==> src/rtl/cu_pkg.sv <==
// Shared definitions for the compute-unit issue stage: unit codes,
// condition codes, instruction field positions, ASTAT bit indices and
// the one-hot compute writeback selects.
package cu_pkg;

   // Execution unit codes (instr[31:30])
   localparam logic [1:0] UNIT_NOP = 2'b00;
   localparam logic [1:0] UNIT_ALU = 2'b01;
   localparam logic [1:0] UNIT_MUL = 2'b10;
   localparam logic [1:0] UNIT_SHF = 2'b11;

   // Condition codes; 12..14 are never true
   localparam logic [3:0] COND_EQ    = 4'd0;
   localparam logic [3:0] COND_NE    = 4'd1;
   localparam logic [3:0] COND_LT    = 4'd2;
   localparam logic [3:0] COND_GE    = 4'd3;
   localparam logic [3:0] COND_AC    = 4'd4;
   localparam logic [3:0] COND_NAC   = 4'd5;
   localparam logic [3:0] COND_AV    = 4'd6;
   localparam logic [3:0] COND_MV    = 4'd7;
   localparam logic [3:0] COND_MN    = 4'd8;
   localparam logic [3:0] COND_SV    = 4'd9;
   localparam logic [3:0] COND_SZ    = 4'd10;
   localparam logic [3:0] COND_COMPD = 4'd11;
   localparam logic [3:0] COND_TRUE  = 4'd15;

   // Instruction field bit positions
   localparam int F_UNIT_HI = 31;
   localparam int F_UNIT_LO = 30;
   localparam int F_COND_EN = 29;
   localparam int F_COND_HI = 28;
   localparam int F_COND_LO = 25;
   localparam int F_OP_HI   = 24;
   localparam int F_OP_LO   = 16;
   localparam int F_RSV_HI  = 15;
   localparam int F_RSV_LO  = 12;
   localparam int F_RN_HI   = 11;
   localparam int F_RN_LO   = 8;
   localparam int F_RX_HI   = 7;
   localparam int F_RX_LO   = 4;
   localparam int F_RY_HI   = 3;
   localparam int F_RY_LO   = 0;

   // ALU half-cycle code that marks a compare (no register writeback)
   localparam logic [1:0] HC_CMP = 2'b11;

   // ASTAT bit indices; the low FLAG_W bits are the live flags, the top
   // three are sticky overflow bits
   localparam int A_AZ    = 0;
   localparam int A_AN    = 1;
   localparam int A_AC    = 2;
   localparam int A_AV    = 3;
   localparam int A_MV    = 4;
   localparam int A_MN    = 5;
   localparam int A_SV    = 6;
   localparam int A_SZ    = 7;
   localparam int A_COMPD = 8;
   localparam int A_AVS   = 9;
   localparam int A_MVS   = 10;
   localparam int A_SVS   = 11;
   localparam int FLAG_W  = 9;
   localparam int ASTAT_W = 12;

   // Compute writeback selects, one-hot per unit
   localparam logic [2:0] CUEN_NONE = 3'b000;
   localparam logic [2:0] CUEN_ALU  = 3'b001;
   localparam logic [2:0] CUEN_MUL  = 3'b010;
   localparam logic [2:0] CUEN_SHF  = 3'b100;

   // Map a unit code to its writeback select
   function automatic logic [2:0] unit_cuen(input logic [1:0] unit);
      logic [2:0] sel;
      case (unit)
         UNIT_ALU: sel = CUEN_ALU;
         UNIT_MUL: sel = CUEN_MUL;
         UNIT_SHF: sel = CUEN_SHF;
         default:  sel = CUEN_NONE;
      endcase
      return sel;
   endfunction

endpackage

==> src/rtl/cu_cond_eval.sv <==
// Combinational condition-code evaluation against the live ASTAT flags.
// A disabled condition always evaluates true.
module cu_cond_eval
   import cu_pkg::*;
(
   input  logic [FLAG_W-1:0] flags,
   input  logic [3:0]        cond,
   input  logic              cond_en,
   output logic              cond_true
);

   logic code_true;

   // Select the flag (or its inverse) named by the condition code
   always_comb begin
      code_true = 1'b0;
      case (cond)
         COND_EQ:    code_true = flags[A_AZ];
         COND_NE:    code_true = ~flags[A_AZ];
         COND_LT:    code_true = flags[A_AN];
         COND_GE:    code_true = ~flags[A_AN];
         COND_AC:    code_true = flags[A_AC];
         COND_NAC:   code_true = ~flags[A_AC];
         COND_AV:    code_true = flags[A_AV];
         COND_MV:    code_true = flags[A_MV];
         COND_MN:    code_true = flags[A_MN];
         COND_SV:    code_true = flags[A_SV];
         COND_SZ:    code_true = flags[A_SZ];
         COND_COMPD: code_true = flags[A_COMPD];
         COND_TRUE:  code_true = 1'b1;
         default:    code_true = 1'b0;
      endcase
   end

   assign cond_true = ~cond_en | code_true;

endmodule

==> src/rtl/cu_issue.sv <==
// Compute-unit issue stage. An instruction captured at a rising edge
// drives read addresses and unit controls for one cycle (stage I), then
// sequences register-file writeback and flag capture the next cycle
// (stage W). Conditions are checked at capture against the ASTAT value
// that the same edge will write, so flags returned by the instruction
// currently in W are visible without a bubble.
module cu_issue
   import cu_pkg::*;
#(
   parameter int ADDRESS_WIDTH = 4,
   parameter int SIGNAL_WIDTH  = 3,
   parameter int INSTR_WIDTH   = 32
) (
   input  logic                     clk,
   input  logic                     reset,
   input  logic                     stall,
   input  logic                     instr_valid,
   input  logic [INSTR_WIDTH-1:0]   instr,
   input  logic                     astat_clr,
   input  logic                     bc_wr_en,
   input  logic [ADDRESS_WIDTH-1:0] bc_wr_add,
   output logic                     bc_ready,
   output logic [ADDRESS_WIDTH-1:0] ps_xb_raddx,
   output logic [ADDRESS_WIDTH-1:0] ps_xb_raddy,
   output logic [ADDRESS_WIDTH-1:0] ps_xb_wadd,
   output logic [SIGNAL_WIDTH-1:0]  ps_xb_w_cuEn,
   output logic                     ps_xb_w_bcEn,
   output logic                     ps_alu_en,
   output logic                     ps_alu_log,
   output logic [1:0]               ps_alu_hc,
   output logic [2:0]               ps_alu_sc,
   output logic                     ps_alu_sat,
   output logic                     ps_alu_ci,
   output logic                     ps_mul_en,
   output logic                     ps_mul_otreg,
   output logic [3:0]               ps_mul_dtsts,
   output logic [1:0]               ps_mul_cls,
   output logic [1:0]               ps_mul_sc,
   output logic                     ps_shf_en,
   output logic [1:0]               ps_shf_cls,
   input  logic                     alu_ps_az,
   input  logic                     alu_ps_an,
   input  logic                     alu_ps_ac,
   input  logic                     alu_ps_av,
   input  logic                     alu_ps_compd,
   input  logic                     mul_ps_mv,
   input  logic                     mul_ps_mn,
   input  logic                     shf_ps_sv,
   input  logic                     shf_ps_sz,
   output logic [ASTAT_W-1:0]       astat
);

   // Stage I registers
   logic                     vld_p1;
   logic [1:0]               unit_p1;
   logic [8:0]               op_p1;
   logic [ADDRESS_WIDTH-1:0] rn_p1;
   logic [ADDRESS_WIDTH-1:0] rx_p1;
   logic [ADDRESS_WIDTH-1:0] ry_p1;

   // Stage W registers
   logic                     vld_p2;
   logic [1:0]               unit_p2;
   logic [ADDRESS_WIDTH-1:0] rn_p2;
   logic                     cmp_p2;

   logic [ASTAT_W-1:0]       astat_q;
   logic [ASTAT_W-1:0]       astat_nxt;
   logic                     cond_true;
   logic                     issue_ok;
   logic [2:0]               cuen_p2;
   logic                     bc_acc;
   logic                     unused_rsvd;

   // Reserved instruction bits carry no function
   assign unused_rsvd = ^instr[F_RSV_HI:F_RSV_LO];

   cu_cond_eval u_cond (
      .flags     (astat_nxt[FLAG_W-1:0]),
      .cond      (instr[F_COND_HI:F_COND_LO]),
      .cond_en   (instr[F_COND_EN]),
      .cond_true (cond_true)
   );

   // A nop or a failed condition never enters the pipe as a live op
   assign issue_ok = instr_valid & (instr[F_UNIT_HI:F_UNIT_LO] != UNIT_NOP) & cond_true;

   // ---- capture -> stage I ----
   // Capture the decoded fields; bubbles load zeros so idle outputs read 0
   always_ff @(posedge clk or negedge reset) begin
      if (!reset) begin
         vld_p1  <= 1'b0;
         unit_p1 <= UNIT_NOP;
         op_p1   <= '0;
         rn_p1   <= '0;
         rx_p1   <= '0;
         ry_p1   <= '0;
      end else if (!stall) begin
         vld_p1 <= issue_ok;
         if (issue_ok) begin
            unit_p1 <= instr[F_UNIT_HI:F_UNIT_LO];
            op_p1   <= instr[F_OP_HI:F_OP_LO];
            rn_p1   <= instr[F_RN_HI:F_RN_LO];
            rx_p1   <= instr[F_RX_HI:F_RX_LO];
            ry_p1   <= instr[F_RY_HI:F_RY_LO];
         end else begin
            unit_p1 <= UNIT_NOP;
            op_p1   <= '0;
            rn_p1   <= '0;
            rx_p1   <= '0;
            ry_p1   <= '0;
         end
      end
   end

   assign ps_alu_en = vld_p1 & (unit_p1 == UNIT_ALU);
   assign ps_mul_en = vld_p1 & (unit_p1 == UNIT_MUL);
   assign ps_shf_en = vld_p1 & (unit_p1 == UNIT_SHF);

   assign ps_xb_raddx = rx_p1;
   assign ps_xb_raddy = ry_p1;

   // Each unit only sees its own op bits; other units' controls stay low
   assign ps_alu_log   = ps_alu_en & op_p1[8];
   assign ps_alu_hc    = ps_alu_en ? op_p1[7:6] : 2'b00;
   assign ps_alu_sc    = ps_alu_en ? op_p1[5:3] : 3'b000;
   assign ps_alu_sat   = ps_alu_en & op_p1[2];
   assign ps_alu_ci    = ps_alu_en & op_p1[1];

   assign ps_mul_otreg = ps_mul_en & op_p1[8];
   assign ps_mul_dtsts = ps_mul_en ? op_p1[7:4] : 4'b0000;
   assign ps_mul_cls   = ps_mul_en ? op_p1[3:2] : 2'b00;
   assign ps_mul_sc    = ps_mul_en ? op_p1[1:0] : 2'b00;

   assign ps_shf_cls   = ps_shf_en ? op_p1[1:0] : 2'b00;

   // ---- stage I -> stage W ----
   // Advance the writeback descriptor; compares are tagged to suppress writeback
   always_ff @(posedge clk or negedge reset) begin
      if (!reset) begin
         vld_p2  <= 1'b0;
         unit_p2 <= UNIT_NOP;
         rn_p2   <= '0;
         cmp_p2  <= 1'b0;
      end else if (!stall) begin
         vld_p2  <= vld_p1;
         unit_p2 <= unit_p1;
         rn_p2   <= rn_p1;
         cmp_p2  <= (unit_p1 == UNIT_ALU) && (op_p1[7:6] == HC_CMP);
      end
   end

   assign cuen_p2 = (vld_p2 && !cmp_p2) ? unit_cuen(unit_p2) : CUEN_NONE;

   // The bus may use the write port whenever no compute result owns it
   assign bc_ready     = ~(vld_p2 & (cuen_p2 != CUEN_NONE));
   assign bc_acc       = bc_wr_en & bc_ready;
   assign ps_xb_w_bcEn = bc_acc;
   assign ps_xb_w_cuEn = cuen_p2;
   assign ps_xb_wadd   = bc_acc ? bc_wr_add : rn_p2;

   // Next ASTAT: executing unit's flags replace the old ones, sticky bits
   // accumulate, and a sticky set in the same cycle overrides a clear
   always_comb begin
      astat_nxt = astat_q;
      if (!stall) begin
         if (astat_clr) begin
            astat_nxt[A_AVS] = 1'b0;
            astat_nxt[A_MVS] = 1'b0;
            astat_nxt[A_SVS] = 1'b0;
         end
         if (vld_p2) begin
            case (unit_p2)
               UNIT_ALU: begin
                  astat_nxt[A_AZ]    = alu_ps_az;
                  astat_nxt[A_AN]    = alu_ps_an;
                  astat_nxt[A_AC]    = alu_ps_ac;
                  astat_nxt[A_AV]    = alu_ps_av;
                  astat_nxt[A_COMPD] = alu_ps_compd;
                  astat_nxt[A_AVS]   = astat_nxt[A_AVS] | alu_ps_av;
               end
               UNIT_MUL: begin
                  astat_nxt[A_MV]  = mul_ps_mv;
                  astat_nxt[A_MN]  = mul_ps_mn;
                  astat_nxt[A_MVS] = astat_nxt[A_MVS] | mul_ps_mv;
               end
               UNIT_SHF: begin
                  astat_nxt[A_SV]  = shf_ps_sv;
                  astat_nxt[A_SZ]  = shf_ps_sz;
                  astat_nxt[A_SVS] = astat_nxt[A_SVS] | shf_ps_sv;
               end
               default: ;
            endcase
         end
      end
   end

   // ---- stage W flag capture ----
   // Register the status word (astat_nxt already holds under stall)
   always_ff @(posedge clk or negedge reset) begin
      if (!reset) begin
         astat_q <= '0;
      end else begin
         astat_q <= astat_nxt;
      end
   end

   assign astat = astat_q;

endmodule

==> config.mk <==
export PLATFORM = sky130hd
export DESIGN_NAME = cu_issue
export DESIGN_NICKNAME = d
export VERILOG_FILES = /design/src/rtl/cu_pkg.sv /design/src/rtl/cu_cond_eval.sv /design/src/rtl/cu_issue.sv
export SDC_FILE = /design/constraint.sdc
export NUM_CORES = 1
export LEC_CHECK = 0
export CORE_MARGIN = 4
export CORE_UTILIZATION = 45
export DETAILED_ROUTE_END_ITERATION = 8
export PLACE_DENSITY = 0.86
export RECOVER_POWER = 50
export SLEW_MARGIN = 20
export SYNTH_ARGS = -nofsm -noshare
export SYNTH_HDL_FRONTEND = slang
export SYNTH_SLANG_ARGS = --single-unit
==> constraint.sdc <==
create_clock -name clk -period 5.4 [get_ports clk]
set_clock_uncertainty 0.15 [all_clocks]
set_input_delay 0.54 -clock clk [delete_from_list [all_inputs] [get_ports clk]]
set_output_delay 0.54 -clock clk [all_outputs]
set_load 0.01 [all_outputs]
==> summary.txt <==
Run status
  • Status: complete, but fails checks
  • Failing checks: capacitance limit, slew limit

Logic synthesis
  • Post-synthesis sequential area ratio: 49.0%
  • EDFF count, synth: 0
  • Most common cell in the netlist: dfrtp_1
  • Largest area contributor in the netlist: dfrtp_1
  • Mapped Cells: 202
  • Syn Area/Cell: 11.1 um2
  • Synthesis-stage register bit count: 44
  • Top_reg_cell synth: dfrtp_1
  • Synth Warn #: 0
  • Synth Cell Area: 2250 um2
  • Top post-synthesis cells by count: 44 x dfrtp_1, 23 x a22o_1, 22 x nor2b_1, 19 x and2_1, 15 x mux2_2
  • FFs w/ async S/R, synth: 100%
  • Distinct cells, synth: 34
  • Syn Nets: 253
  • Top cell type's share of synthesized area: 49.0%
  • Synth top area cells: dfrtp_1 49%, a22o_1 9.0%, mux2_2 7.5%

Layout
  • Diodes inserted: 0
  • Number of fill cells: 380
  • Post-route insts no fill: 364
  • Final Net Count: 347
  • Share of cells above drive strength 1: 8.42%
  • Design area: 3320 um2
  • Final core utilization: 69.5%
  • Layout area overhead: 47.9%

STA
  • Slew margin rel.: -52.4%
  • Least-Margin Pin Slew: 2290 ps
  • Final Hold Vio Count: 0
  • Period utilization: 59.8%
  • Slew Limit Fails: 45
  • Final WS setup: 2170 ps
  • RSZ-0062 raised after global routing: no
  • Hold_ws: 328 ps
  • Setup-failing EPs final: 0
  • Fmax: 310 MHz
  • Setup TNS: 0 ps
  • Final min period: 3230 ps

Power and ir drop
  • Power per cell area: 256 nW/um2
  • VDD IR max: 161 uV
  • Design Power: 0.851 mW
  • Leakage: 1.51 nW

Route
  • Routed wire length: 5.41 mm
  • Pre-antenna DRT Iters: 4
  • Vias/cell: 5.01
  • Detail Route Antenna Nets: 0
  • Routed len/inst: 14.9 um
  • DR iter-0 viols: 79
  • DRC: 0
  • Vias: 1825

Setup path
  • Startpoint types: input port
  • Crit path DAT: 3310 ps
  • Critical path class: input port to flip-flop
  • Setup crit end kind: flip-flop
  • CP required: 5480 ps
  • Crit-path max FO: 60

Floorplanning
  • Die height: 78.7 um
  • Area of the core: 4790 um2
  • Ports: 102
  • Die Area: 6190 um2
  • Initial Util: 47.0%
  • Die width: 78.7 um
  • # rows: 25

Global route
  • Initial antenna violation count: 0
  • GRT Residual Overflow: 0
  • Largest net degree at the start of global routing: 61
  • First-pass GRT wire length: 8.83 mm
  • Vias in the first global route: 1815
  • GRT Util Overall: 18.5%

Placement
  • Port Buffers: 97
  • Pre-CTS setup slack: 1830 ps
  • Gpl congestion: 0.769
  • Placed Cells: 356
  • Placed instance area: 3240 um2
  • DP HPWL: 4.10 mm

Clocking
  • Clk pin slew, worst setup/hold paths: 80 ps
  • CTS Buf Count: 5
  • Clock insertion delay at the later pin of the skew report: 290 ps
  • # hold bufs at CTS: 0
  • CTS resizes: 0
  • Htree depth: 2
  • CTS Root Cell: clkbuf_8
  • CTS sink count: 44
  • CTS tree: yes
  • Clock buffer depth: 2
  • Setup repair bufs after CTS: 0

Run
  • Max cap viols: 1

Min path
  • Worst Hold Class: flip-flop to flip-flop
cell families after synthesis:
family / count (synthesis) / synth area share, %
simple gates: 77 / 20.5
flops: 44 / 49.0
compound gates: 39 / 15.1
mux: 22 / 11.1
buf+inv: 20 / 4.34
metal layers:
layer,GRT usage [%],share of wire (%)
met1,22.1,42
met2,31.9,51
met3,4.93,5.5
met4,6.29,1.4
met5,0,0
final cells by class:
cell class	count	area (um2)	share of cell area (%)
Clock buffer	8	90.1	2.71
Inverter	9	33.8	1.02
Multi-Input combinational cell	138	1050	31.5
Timing Repair Buffer	98	967	29.1
Sequential cell	44	1100	33.1
Tap cell	67	83.8	2.52
sequential cells by signal, summed over array words and instances (netlist names):
signal and count:
unit_p1 2, vld_p2 1, astat 12, rn_p2 4
op_p1 9, cmp_p2 1, vld_p1 1, ps_xb_raddx 4
unit_p2 2, ps_xb_raddy 4, rn_p1 4
critical path, cell delays in order:
cell,delay (ps)
buf_2,100
buf_4,290
and4bb_1,600
mux2_4,370
a2bb2oi_1,150
o211ai_1,200
o31a_1,770
mux2_2,290
cells in the final DEF (no fill, tap or decap), drive strengths merged, types with 2 or more instances in the layout:
cell and n:
mux2i 5, inv 9, nand4b 2, clkdlybuf4s50 85
dlygate4sd3 10, nand2 14, a22o 23, nor2b 22
nor3 2, buf 2, nor2 6, and2 19
o31ai 3, dfrtp 44, o21ai 3, mux2 17
and3 2, and4bb 2, and4b 2, clkbuf 9
nand3b 3
final timing paths:
path,slack (ps),start,cells after the start,to
worst max-delay path,2170,stall,8,vld_p1$_DFFE_PN0N_
worst min-delay path,330,astat[11]$_DFFE_PN0N_,2,astat[11]$_DFFE_PN0N_
worst max register to register,2390,unit_p2[1]$_DFFE_PN0N_,6,vld_p1$_DFFE_PN0N_
worst min register to register,330,astat[11]$_DFFE_PN0N_,2,astat[11]$_DFFE_PN0N_
max in group asynchronous,3030,reset,1,op_p1[3]$_DFFE_PN0N_
min in group asynchronous,770,reset,1,astat[5]$_DFF_PN0_
report_power, final:
group          switching, mW  internal [mW]
registers             0.0280          0.373
logic                  0.101          0.141
clock network          0.104          0.104
(Power assumes the default switching activity.)
